**src/rtl/mem_stage.sv**
```systemverilog
// MINAv2 memory stage: loads/stores over a single-master req/ack data bus, registered writeback.
// Optional misalignment fault reporting is compiled in with MEM_ALIGN_CHECK_EN.
package types;
  typedef enum logic [3:0] {
    MEM_OP_NONE,
    MEM_OP_LB,
    MEM_OP_LBU,
    MEM_OP_LH,
    MEM_OP_LHU,
    MEM_OP_LW,
    MEM_OP_SB,
    MEM_OP_SH,
    MEM_OP_SW
  } mem_op_t;

  typedef struct packed {
    logic [3:0]  rd_addr;
    logic [31:0] rd_data;
    mem_op_t     mem_op;
    logic [31:0] mem_data;
  } mem_params_t;
endpackage

module mem_stage
  import types::*;
(
  input  logic        clk,
  input  logic        rst_n,
  input  mem_params_t mem_params,
  output logic        stall,
  output logic        dbus_req,
  output logic        dbus_we,
  output logic [31:0] dbus_addr,
  output logic [3:0]  dbus_be,
  output logic [31:0] dbus_wdata,
  input  logic        dbus_ack,
  input  logic [31:0] dbus_rdata,
  output logic [3:0]  wb_rd_addr,
  output logic [31:0] wb_rd_data,
  output logic        wb_we,
  output logic        mem_fault
);

  typedef enum logic [1:0] {ST_IDLE, ST_REQ, ST_DONE} state_t;

  state_t      state_q, state_d;
  logic        is_load, is_store, is_mem;
  logic        size_b, size_h, size_w;
  logic [1:0]  a_raw, a_eff;
  logic        fault;
  logic        issue, fault_now;
  logic [3:0]  be_d;
  logic [31:0] wdata_d;

  mem_op_t     op_q;
  logic [1:0]  a_q;
  logic [3:0]  rd_q;
  logic [31:0] sh_byte, sh_half, ld_val;

  assign a_raw = mem_params.rd_data[1:0];

  always_comb begin
    is_load  = 1'b0;
    is_store = 1'b0;
    size_b   = 1'b0;
    size_h   = 1'b0;
    size_w   = 1'b0;
    case (mem_params.mem_op)
      MEM_OP_LB, MEM_OP_LBU: begin is_load  = 1'b1; size_b = 1'b1; end
      MEM_OP_LH, MEM_OP_LHU: begin is_load  = 1'b1; size_h = 1'b1; end
      MEM_OP_LW:             begin is_load  = 1'b1; size_w = 1'b1; end
      MEM_OP_SB:             begin is_store = 1'b1; size_b = 1'b1; end
      MEM_OP_SH:             begin is_store = 1'b1; size_h = 1'b1; end
      MEM_OP_SW:             begin is_store = 1'b1; size_w = 1'b1; end
      default: ;
    endcase
  end

  assign is_mem = is_load | is_store;

  // Offsets are forced to natural alignment; with the check enabled a misaligned
  // access never reaches the bus, so forcing is a no-op there.
  always_comb begin
    a_eff = a_raw;
    if (size_w)
      a_eff = 2'b00;
    else if (size_h)
      a_eff = {a_raw[1], 1'b0};
  end

`ifdef MEM_ALIGN_CHECK_EN
  assign fault = is_mem & ((size_h & a_raw[0]) | (size_w & (a_raw != 2'b00)));
`else
  assign fault = 1'b0;
`endif

  always_comb begin
    be_d    = 4'b1111;
    wdata_d = mem_params.mem_data;
    if (size_b) begin
      be_d    = 4'b0001 << a_eff;
      wdata_d = {4{mem_params.mem_data[7:0]}};
    end else if (size_h) begin
      be_d    = 4'b0011 << {a_eff[1], 1'b0};
      wdata_d = {2{mem_params.mem_data[15:0]}};
    end
  end

  always_comb begin
    state_d   = state_q;
    stall     = 1'b0;
    issue     = 1'b0;
    fault_now = 1'b0;
    case (state_q)
      ST_IDLE: begin
        if (is_mem) begin
          stall = 1'b1;
          if (fault) begin
            fault_now = 1'b1;
            state_d   = ST_DONE;
          end else begin
            issue   = 1'b1;
            state_d = ST_REQ;
          end
        end
      end
      ST_REQ: begin
        stall = 1'b1;
        if (dbus_ack)
          state_d = ST_DONE;
      end
      ST_DONE: state_d = ST_IDLE;
      default: state_d = ST_IDLE;
    endcase
  end

  always_ff @(posedge clk) begin
    if (!rst_n)
      state_q <= ST_IDLE;
    else
      state_q <= state_d;
  end

  assign sh_byte = dbus_rdata >> {a_q, 3'b000};
  assign sh_half = dbus_rdata >> {a_q[1], 4'b0000};

  always_comb begin
    ld_val = dbus_rdata;
    case (op_q)
      MEM_OP_LB:  ld_val = {{24{sh_byte[7]}}, sh_byte[7:0]};
      MEM_OP_LBU: ld_val = {24'd0, sh_byte[7:0]};
      MEM_OP_LH:  ld_val = {{16{sh_half[15]}}, sh_half[15:0]};
      MEM_OP_LHU: ld_val = {16'd0, sh_half[15:0]};
      default:    ld_val = dbus_rdata;
    endcase
  end

  always_ff @(posedge clk) begin
    if (!rst_n) begin
      dbus_req   <= 1'b0;
      dbus_we    <= 1'b0;
      dbus_addr  <= 32'd0;
      dbus_be    <= 4'd0;
      dbus_wdata <= 32'd0;
      wb_rd_addr <= 4'd0;
      wb_rd_data <= 32'd0;
      wb_we      <= 1'b0;
      op_q       <= MEM_OP_NONE;
      a_q        <= 2'd0;
      rd_q       <= 4'd0;
    end else begin
      case (state_q)
        ST_IDLE: begin
          if (!is_mem) begin
            wb_rd_addr <= mem_params.rd_addr;
            wb_rd_data <= mem_params.rd_data;
            wb_we      <= (mem_params.rd_addr != 4'd0);
          end else begin
            wb_we <= 1'b0;
            if (issue) begin
              dbus_req   <= 1'b1;
              dbus_we    <= is_store;
              dbus_addr  <= {mem_params.rd_data[31:2], 2'b00};
              dbus_be    <= be_d;
              dbus_wdata <= wdata_d;
              op_q       <= mem_params.mem_op;
              a_q        <= a_eff;
              rd_q       <= mem_params.rd_addr;
            end
          end
        end
        ST_REQ: begin
          if (dbus_ack) begin
            dbus_req <= 1'b0;
            if (!dbus_we) begin
              wb_rd_addr <= rd_q;
              wb_rd_data <= ld_val;
              wb_we      <= (rd_q != 4'd0);
            end else begin
              wb_we <= 1'b0;
            end
          end
        end
        default: wb_we <= 1'b0;
      endcase
    end
  end

`ifdef MEM_ALIGN_CHECK_EN
  always_ff @(posedge clk) begin
    if (!rst_n)
      mem_fault <= 1'b0;
    else
      mem_fault <= fault_now;
  end
`else
  assign mem_fault = 1'b0;
`endif

endmodule

```
**config.mk**
```make
export PLATFORM = sky130hd
export DESIGN_NAME = mem_stage
export DESIGN_NICKNAME = d
export VERILOG_FILES = /design/src/rtl/mem_stage.sv
export SDC_FILE = /design/constraint.sdc
export NUM_CORES = 1
export LEC_CHECK = 0
export BUFFER_PORTS_ARGS = -buffer_cell sky130_fd_sc_hd__buf_2
export CORE_ASPECT_RATIO = 1.2
export CORE_UTILIZATION = 53
export DETAILED_ROUTE_END_ITERATION = 10
export GPL_ROUTABILITY_DRIVEN = 0
export PLACE_DENSITY = 0.86
export SETUP_SLACK_MARGIN = 0.15
export SYNTH_ARGS = -nofsm -noshare
export SYNTH_HDL_FRONTEND = slang
export SYNTH_SLANG_ARGS = --single-unit
```
**constraint.sdc**
```tcl
create_clock -name clk -period 3.67 [get_ports clk]
set_clock_uncertainty 0.2 [all_clocks]
set_input_delay 0.367 -clock clk [delete_from_list [all_inputs] [get_ports clk]]
set_output_delay 0.367 -clock clk [all_outputs]
set_load 0.01 [all_outputs]
```
Yosys cells after proc, flatten, opt, wreduce, memory -nomap -nowiden
Cells that the tools add are included.

Bitwise operators: 1. Shifts and indexed selects: 4. Multiplexer cells: 34. Reduce and logical (&&, ||, !) cells: 13. Equal/unequal tests: 18.

Operators with widths (count): 32-bit 2-to-1 mux (5); 32-bit case mux with 4 select lines (1); 32-bit case mux with 2 select lines (1); 32-bit by 5-bit right shift with 16-bit output (1); 32-bit by 5-bit right shift with 8-bit output (1); 4-bit by 3-bit equality test with 1-bit output (second input constant) (5); 4-bit 2-to-1 mux (5); 4-bit by 2-bit equality test with 1-bit output (second input constant) (4); 1-bit 2-to-1 mux (14); 2-bit inequality test (second input constant) (5); 3-bit OR reduction (3); 4-bit by 1-bit equality test with 1-bit output (second input constant) (2); 4-bit case mux with 2 select lines (1); 4-bit AND reduction (2); 4-bit nonzero test (2); 2-bit 2-to-1 mux (3); 1-bit case mux with 2 select lines (3); 5-bit OR reduction (1); 4-bit equality test (second input constant) (1); 2-bit case mux with 2 select lines (1); 1-bit by 2-bit left shift with 4-bit output (first input constant) (1); 2-bit by 2-bit left shift with 4-bit output (first input constant) (1); 3-bit AND reduction (1); 2-bit by 1-bit equality test with 1-bit output (second input constant) (1); 5 further kinds (5).

Bits in registers: 117. Word-level logic and storage cells: 82. Output and inout bits: 109.

Logic depth before layout (Yosys ltp)
Gate-level depths: netlist of the first run.

Depth in word-level cells: 9. Mapped depth: 8.

Worst setup path before layout of the first run
Ideal clock, no wire load.

Path kind: input port to flip-flop. Start point: in mem_params[35] (netlist bit). End point: reg wb_rd_data[5]. Arrival: 2035 ps. Stages: 8. Path slack: 1301 ps. Path buffers: 3. Path through: buf_2 -> or4_4 -> a21oi_4 -> o21ba_1 -> buf_4 -> buf_6 -> mux2i_1 -> a211oi_2.

Word-level cells in the longest chain between the ends: 6.

Ends and longest elaborated chain: start: declaration (RTL line 29) `input mem_params_t mem_params,`; 4-bit by 3-bit equality test with 1-bit output, or another cell as far along (RTL line 68) `case (mem_params.mem_op)`; 5-bit OR reduction (no source line) or 3-bit OR reduction (tied branches); 1-bit 2-to-1 mux (RTL line 68); 1-bit OR (*) (RTL line 79) `assign is_mem = is_load | is_store;`; 2-bit inequality test (no source line) (*); 4-bit AND reduction (no source line) (*); end signal: assignment (RTL line 176) `wb_rd_data <= mem_params.rd_data;`; end signal: assignment (RTL line 197) `wb_rd_data <= ld_val;`; end: declaration (RTL line 39) `output logic [31:0] wb_rd_data,`.

Every way passes the cells marked *; elsewhere a longest branch is shown, timed or not. A chain may end at the register's enable or synchronous reset.

Final worst setup path of the first run
Start point: in mem_params[32] (netlist bit). End point: reg wb_rd_data[27].

Same word-level chain as after synthesis.

==> results.md, run 1 <==
- Worst hold slack: 0.01556 ns
- Slew margin rel.: 14.81%
- Most common cell in the synthesized netlist: dfxtp_1
- Die height: 113.8 µm
- Std cell rows: 40
- CTS tree: built
- Post-synth top area share: 42.46%
- Max-cap violations: 0
- First-pass GRT wire length: 26740 µm
- Global Route Usage Sum: 31.81%
- Clk slew on worst S/H paths: 0.05 ns
- Hold Path Depth: 3
- Synthesized flop and latch total: 117
- Share of post-route cells with drive strength above 1: 34.66%
- Worst-Margin Slew: 1.278 ns
- Critical Path Sink Type: flip-flop
- Largest net degree at the start of global routing: 94
- Non-filler instance count after layout: 983
- Place WS: 0.6544 ns
- Static leakage: 3.266 nW
- R2R setup slack: 1.04 ns
- DR vias/cell: 5.985
- Setup CP Type: input pin to flip-flop
- Initial Utilization: 54.84%
- EDFF count, synth: 0
- Post CTS Setup Buffer Count: 0
- Minimum clock period: 2.653 ns
- Power density over the cells: 546.1 nW/µm²
- Fraction of registers with async set/reset: 0%
- Synth cell types: 48
- CP startpoint kind: input pin
- Unrepaired setup endpoints after global routing: no
- Synth cell count leaders: dfxtp_1, nand2_1, a21oi_1
- Total Wirelength: 17160 µm
- Mean Syn Cell Area: 8.321 µm²
- Final core utilization: 71.53%
- Die area: 10820 µm²
- Worst flop-to-flop path endpoint: wb_rd_data[0]
- Worst-skew pair later-pin latency: 0.40 ns
- Area Overhead vs Synth: 30.44%
- Htree depth: 4
- Path type of the worst min-delay path: input pin to flip-flop
- Critical R2R Launch: op_q[0]
- Yosys warns: 0
- # nets final: 951
- Cell mode on critical path: o31ai_1
- Post-route antenna net violation count: 0
- Post-CTS resize count: 0
- Chip width: 95.14 µm
- Area of the core: 10060 µm²
- GRT Residual Overflow: 0
- Final routed DRC violation total: 0
- Routed WL per cell: 17.45 µm
- Post-Syn Instances: 663
- F_max: 0.3770 GHz
- DRT Pass-1 Iters: 7
- Max Slew Vio Count: 0
- CTS Root Cell: clkbuf_16
- Final WS setup: 1.017 ns
- DRT iter0 DRCs: 394
- I/O pins: 216
- Post-Syn Area: 5517 µm²
- Number of vias in the routed layout: 5883
- Setup total negative slack: 0 ns
- Worst Path Max Fanout: 19
- Finish-stage setup viols: 0
- Required @ worst endpoint: 3.77 ns
- PortBufs: 212
- Vias in the first global route: 5550
- Initial antenna violation count: 0
- Antenna Cells: 0
- Fin crit share: 72.28%
- Maximum vdd ir drop: 0.3159 mV
- Largest area contributor in the netlist: dfxtp_1
- Maximum root-to-sink buffer count: 2
- Final HPWL DP: 12340 µm
- Worst path slowest cell: o31ai_1
- Main area contributors after synthesis: dfxtp_1, a21oi_1, nand2_1, mux2i_1, mux2_2
- Placed insts: 949
- Crit-path cells: buf_2 -> o31ai_1 -> a21oi_4 -> o21bai_2 -> buf_4 -> nand3_1 -> o31ai_1
- Hold EP: dbus_addr[6]
- Worst EP arrival: 2.75 ns
- Worst hold start: mem_params[42]
- Hold_buf cts: 2
- CTS Buf Count: 17
- Top FF cell, synth: dfxtp_1
- CP max stage delay: 0.69 ns
- Seq/Total Area, Yosys: 42.46%
- Fin. Hold Viols: 0
- Status: finished clean
- R2R depth: 4
- Sink Count: 117
-- logic make-up after synthesis --
| kind of cell | share of synthesized area (%) |
|---|---|
| DFF | 42.46 |
| xor gates and xnor gates | 0.3176 |
| muxes | 9.866 |
| AOI/OAI and AO/OA | 25.95 |
| buffers and inverters | 5.716 |
| other | 0.06798 |
| and+or+nand+nor | 15.63 |
-- layer usage --
layer / share of wire, % / wire length [µm] / vias to the layer above / track usage [%]
li1: - / - / 2747 / -
met1: 39 / 6682 / 2728 / 38.33
met2: 47 / 8137 / 359 / 50.67
met3: 9.5 / 1625 / 49 / 7.200
met4: 4.1 / 709 / 0 / 20.00
met5: 0 / 0 / - / 0
-- how the worst max path moves through the flow --
stage / start / endpoint / slack, ns
after global routing: mem_params[33] / wb_rd_data[31] / 0.80
after floorplan: mem_params[35] / wb_rd_data[5] / 1.30
after CTS: mem_params[35] / wb_rd_addr[1] / 1.07
final: mem_params[32] / wb_rd_data[27] / 1.02
after global placement: mem_params[35] / wb_rd_addr[0] / 0.80
after detailed placement: mem_params[35] / wb_rd_addr[1] / 0.65
-- sequential cells by signal (all words and copies together), names as in the netlist --
| register | flops |
|---|---|
| wb_rd_data | 32 |
| dbus_addr | 30 |
| dbus_wdata | 32 |
| wb_we | 1 |
| dbus_req | 1 |
| dbus_we | 1 |
| dbus_be | 4 |
| rd_q | 4 |
| state_q | 2 |
| wb_rd_addr | 4 |
| a_q | 2 |
| op_q | 4 |
-- where the power goes --
part / internal, W / total (W) / leakage [nW] / switching (W)
Clock: 0.00108 / 0.00168 / 0.290 / 0.000595
Sequential: 0.00140 / 0.00147 / 0.965 / 0.0000739
Combinational: 0.000309 / 0.000780 / 2.01 / 0.000471
Total: 0.00279 / 0.00393 / 3.27 / 0.00114
-- layout by cell type, fill, tap and decap left out, types with 4 or more instances in the layout --
cell type  netlist  layout
buf_2           12     212
dfxtp_1        117     117
nand2_1        112     112
a21oi_1        102     101
mux2i_1         33      33
nor2_1          31      31
nand3_1         26      25
a211oi_1        22      22
o31ai_1         18      18
mux2_2          17      17
o211ai_1        17      17
clkbuf_16        0      17
a221oi_1        16      16
buf_4            5      12
a31o_2          10      10
o21ai_1         10      10
nand2b_1         9       9
o21ai_0          8       8
inv_1            5       5
a311oi_1         5       5
nor3_1           4       4
clkinv_4         0       4
-- layout make-up --
class                           instances  area, µm²
Fill cell                             784       2864
Inverter                                6      22.52
Tap cell                              126      157.7
Clock buffer                           20      446.7
Timing Repair Buffer                  227       1191
Multi-Input combinational cell        475       2880
Sequential cell                       117       2342
Clock inverter                         12      155.1
-- worst max-delay path, delay by kind of cell --
kind	cells	cell delay [ns]
simple gates	1	0.10
buf+inv	2	0.50
compound gates	4	1.77
-- metrics by stage --
stage / area [µm²] / power, W
2_1_floorplan: 5524 / 0.001966
3_3_place_gp: 6574 / 0.002228
3_5_place_dp: 6574 / 0.002259
4_1_cts: 7196 / 0.003937
5_1_grt: 7196 / 0.004093
6_report: 7196 / 0.003930
Note: power is estimated with default switching activity, not from simulation.
==> inputs of run 2 (changes only) <==
--- a/config.mk
+++ b/config.mk
@@ -7,10 +7,10 @@
 export LEC_CHECK = 0
 export BUFFER_PORTS_ARGS = -buffer_cell sky130_fd_sc_hd__buf_2
 export CORE_ASPECT_RATIO = 1.2
-export CORE_UTILIZATION = 53
+export CORE_UTILIZATION = 49
 export DETAILED_ROUTE_END_ITERATION = 10
 export GPL_ROUTABILITY_DRIVEN = 0
-export PLACE_DENSITY = 0.86
+export PLACE_DENSITY = 0.8
 export SETUP_SLACK_MARGIN = 0.15
 export SYNTH_ARGS = -nofsm -noshare
 export SYNTH_HDL_FRONTEND = slang
==> constraint.sdc (replaced) <==
create_clock -name clk -period 2.6 [get_ports clk]
set_clock_uncertainty 0.2 [all_clocks]
set_input_delay 0.26 -clock clk [delete_from_list [all_inputs] [get_ports clk]]
set_output_delay 0.26 -clock clk [all_outputs]
set_load 0.01 [all_outputs]
==> run 2 against run 1 <==
  * Power up 39%
  * First-iteration DRC count down 14%
  * Global-route usage up 0.29 points
  * Worst hold slack about the same
  * Sequential power up 41%
  * Clock power up 30%
  * Via count up 2.4%
  * Largest cell class unchanged
  * Highest routed layer unchanged
==> results.md, run 2 (synthesis results as in run 1) <==
- Most frequent cells in the layout: buf_2, dfxtp_1, nand2_1
- Critical Path Sink: wb_rd_data[20]
- Critical Path Sink Type: flip-flop
- Fin. Hold Viols: 0
- Number of vias in the routed layout: 6024
- DRT Pass-1 Iters: 5
- CP startpoint kind: input pin
- Critical R2R Launch: state_q[0]
- Minimum clock period: 2.238 ns
- Final WS setup: 0.3623 ns
- Routed WL per cell: 17.21 µm
- Sink Count: 117
- Worst-skew pair later-pin latency: 0.40 ns
- Global Route Usage Sum: 32.09%
- Max Slew Vio Count: 0
- Std cell rows: 42
- Worst flop-to-flop path endpoint: wb_rd_data[20]
- GRT Residual Overflow: 0
- Chip width: 98.86 µm
- Share of post-route cells with drive strength above 1: 33.69%
- Maximum root-to-sink buffer count: 2
- Max-cap violations: 0
- Setup total negative slack: 0 ns
- Place WS: 0.1534 ns
- PortBufs: 212
- Total Power: 0.005475 W
- Status: finished clean
- Required @ worst endpoint: 2.72 ns
- Slew margin rel.: 44.99%
- Fin crit share: 86.07%
- Path type of the worst min-delay path: input pin to flip-flop
- I/O pins: 216
- Maximum vdd ir drop: 0.4032 mV
- Setup CP Type: input pin to flip-flop
- Initial antenna violation count: 0
- Unrepaired setup endpoints after global routing: no
- Area Overhead vs Synth: 42.37%
- Finish-stage setup viols: 0
- Area of the core: 10980 µm²
- R2R depth: 5
- R2R setup slack: 0.47 ns
- F_max: 0.4469 GHz
- CTS Buf Count: 17
- Die height: 118.2 µm
- Initial Utilization: 50.23%
- Post-route antenna net violation count: 0
- Beginning of the critical path: dbus_ack
- DRT iter0 DRCs: 340
- Vias in the first global route: 5933
- Top flop regs: dbus_wdata x32, wb_rd_data x32, dbus_addr x30
- Final routed DRC violation total: 0
- Worst Path Max Fanout: 19
- Worst-Margin Slew: 0.8246 ns
- Antenna Cells: 0
- Final HPWL DP: 12270 µm
- # nets final: 1022
- Commonest non-fill, non-tap cell in the layout: buf_2
- CTS tree: built
- First-pass GRT wire length: 29530 µm
- Total Wirelength: 18210 µm
- Largest net degree at the start of global routing: 75
- DR vias/cell: 5.694
- Die area: 11690 µm²
- Power density over the cells: 697.1 nW/µm²
- CTS Root Cell: clkbuf_16
- Clk slew on worst S/H paths: 0.05 ns
- Static leakage: 3.556 nW
- Worst EP arrival: 2.35 ns
- Htree depth: 4
==> run 2: changes by cell type in the layout (fill, tap and decap cells not counted), moves of 2 or more <==
cell           delta
buf_12            +2
buf_4            +13
bufinv_16         -2
clkbuf_8          +2
clkinv_4          -4
clkinvlp_4        +2
dlygate4sd3_1    +56
==> run 2: cell type report <==
type / instances / area, µm²
Clock buffer: 21 / 470.5
Timing Repair Buffer: 298 / 1889
Multi-Input combinational cell: 475 / 2884
Tap cell: 132 / 165.2
Inverter: 6 / 22.52
Sequential cell: 117 / 2342
Fill cell: 870 / 3129
Clock inverter: 9 / 80.08
==> run 2: how the worst min path moves through the flow <==
stage,endpoint,startpoint,depth (start not counted),slack (ns)
global placement,dbus_addr[23],dbus_addr[23],2,0.24
CTS,wb_rd_data[13],dbus_rdata[13],3,0.006
detailed placement,dbus_addr[27],dbus_addr[27],2,0.24
finish,wb_rd_data[8],dbus_rdata[8],3,0.02
floorplan,dbus_req,dbus_ack,1,0.16
global route,dbus_wdata[15],mem_params[15],3,0.02
==> run 2: power by group <==
part	switching, W	internal [W]
Clock	0.000820	0.00137
Sequential	0.000100	0.00197
Combinational	0.000690	0.000524
Total	0.00161	0.00386
==> run 2: metrics by stage <==
stage / hold WS [ns] / instances / area (µm²) / utilization [%]
2_1_floorplan: 0.1557 / 665 / 5524 / -
3_3_place_gp: 0.2389 / 970 / 6719 / 61.18
5_1_grt: 0.01547 / 1058 / 7854 / 71.51
6_report: 0.01511 / 1058 / 7854 / 71.51
3_5_place_dp: 0.2431 / 970 / 6719 / 61.18
4_1_cts: 0.005975 / 1058 / 7850 / 71.47
==> run 2: per-layer routing <==
layer | vias up | GRT usage (%) | wire, µm
met5 | - | 0 | 0
met4 | 0 | 15.86 | 720
met3 | 53 | 9.225 | 1514
met2 | 312 | 54.41 | 8775
li1 | 2894 | - | -
met1 | 2765 | 36.64 | 7201
==> run 2: worst max-delay path, cell delays in order <==
cell	delay [ns]
dlygate4sd3_1	0.56
buf_2	0.16
and3b_1	0.19
o21bai_2	0.65
buf_4	0.34
nand3_1	0.11
o31ai_1	0.08
==> run 2: timing repair <==
action / 4_1_cts / 5_1_grt
resized for setup: 0 / 1
endpoints found under the setup margin: 0 / 4
hold buffers: 58 / 0
endpoints found under the hold margin: 68 / 0
setup buffers: 0 / 0
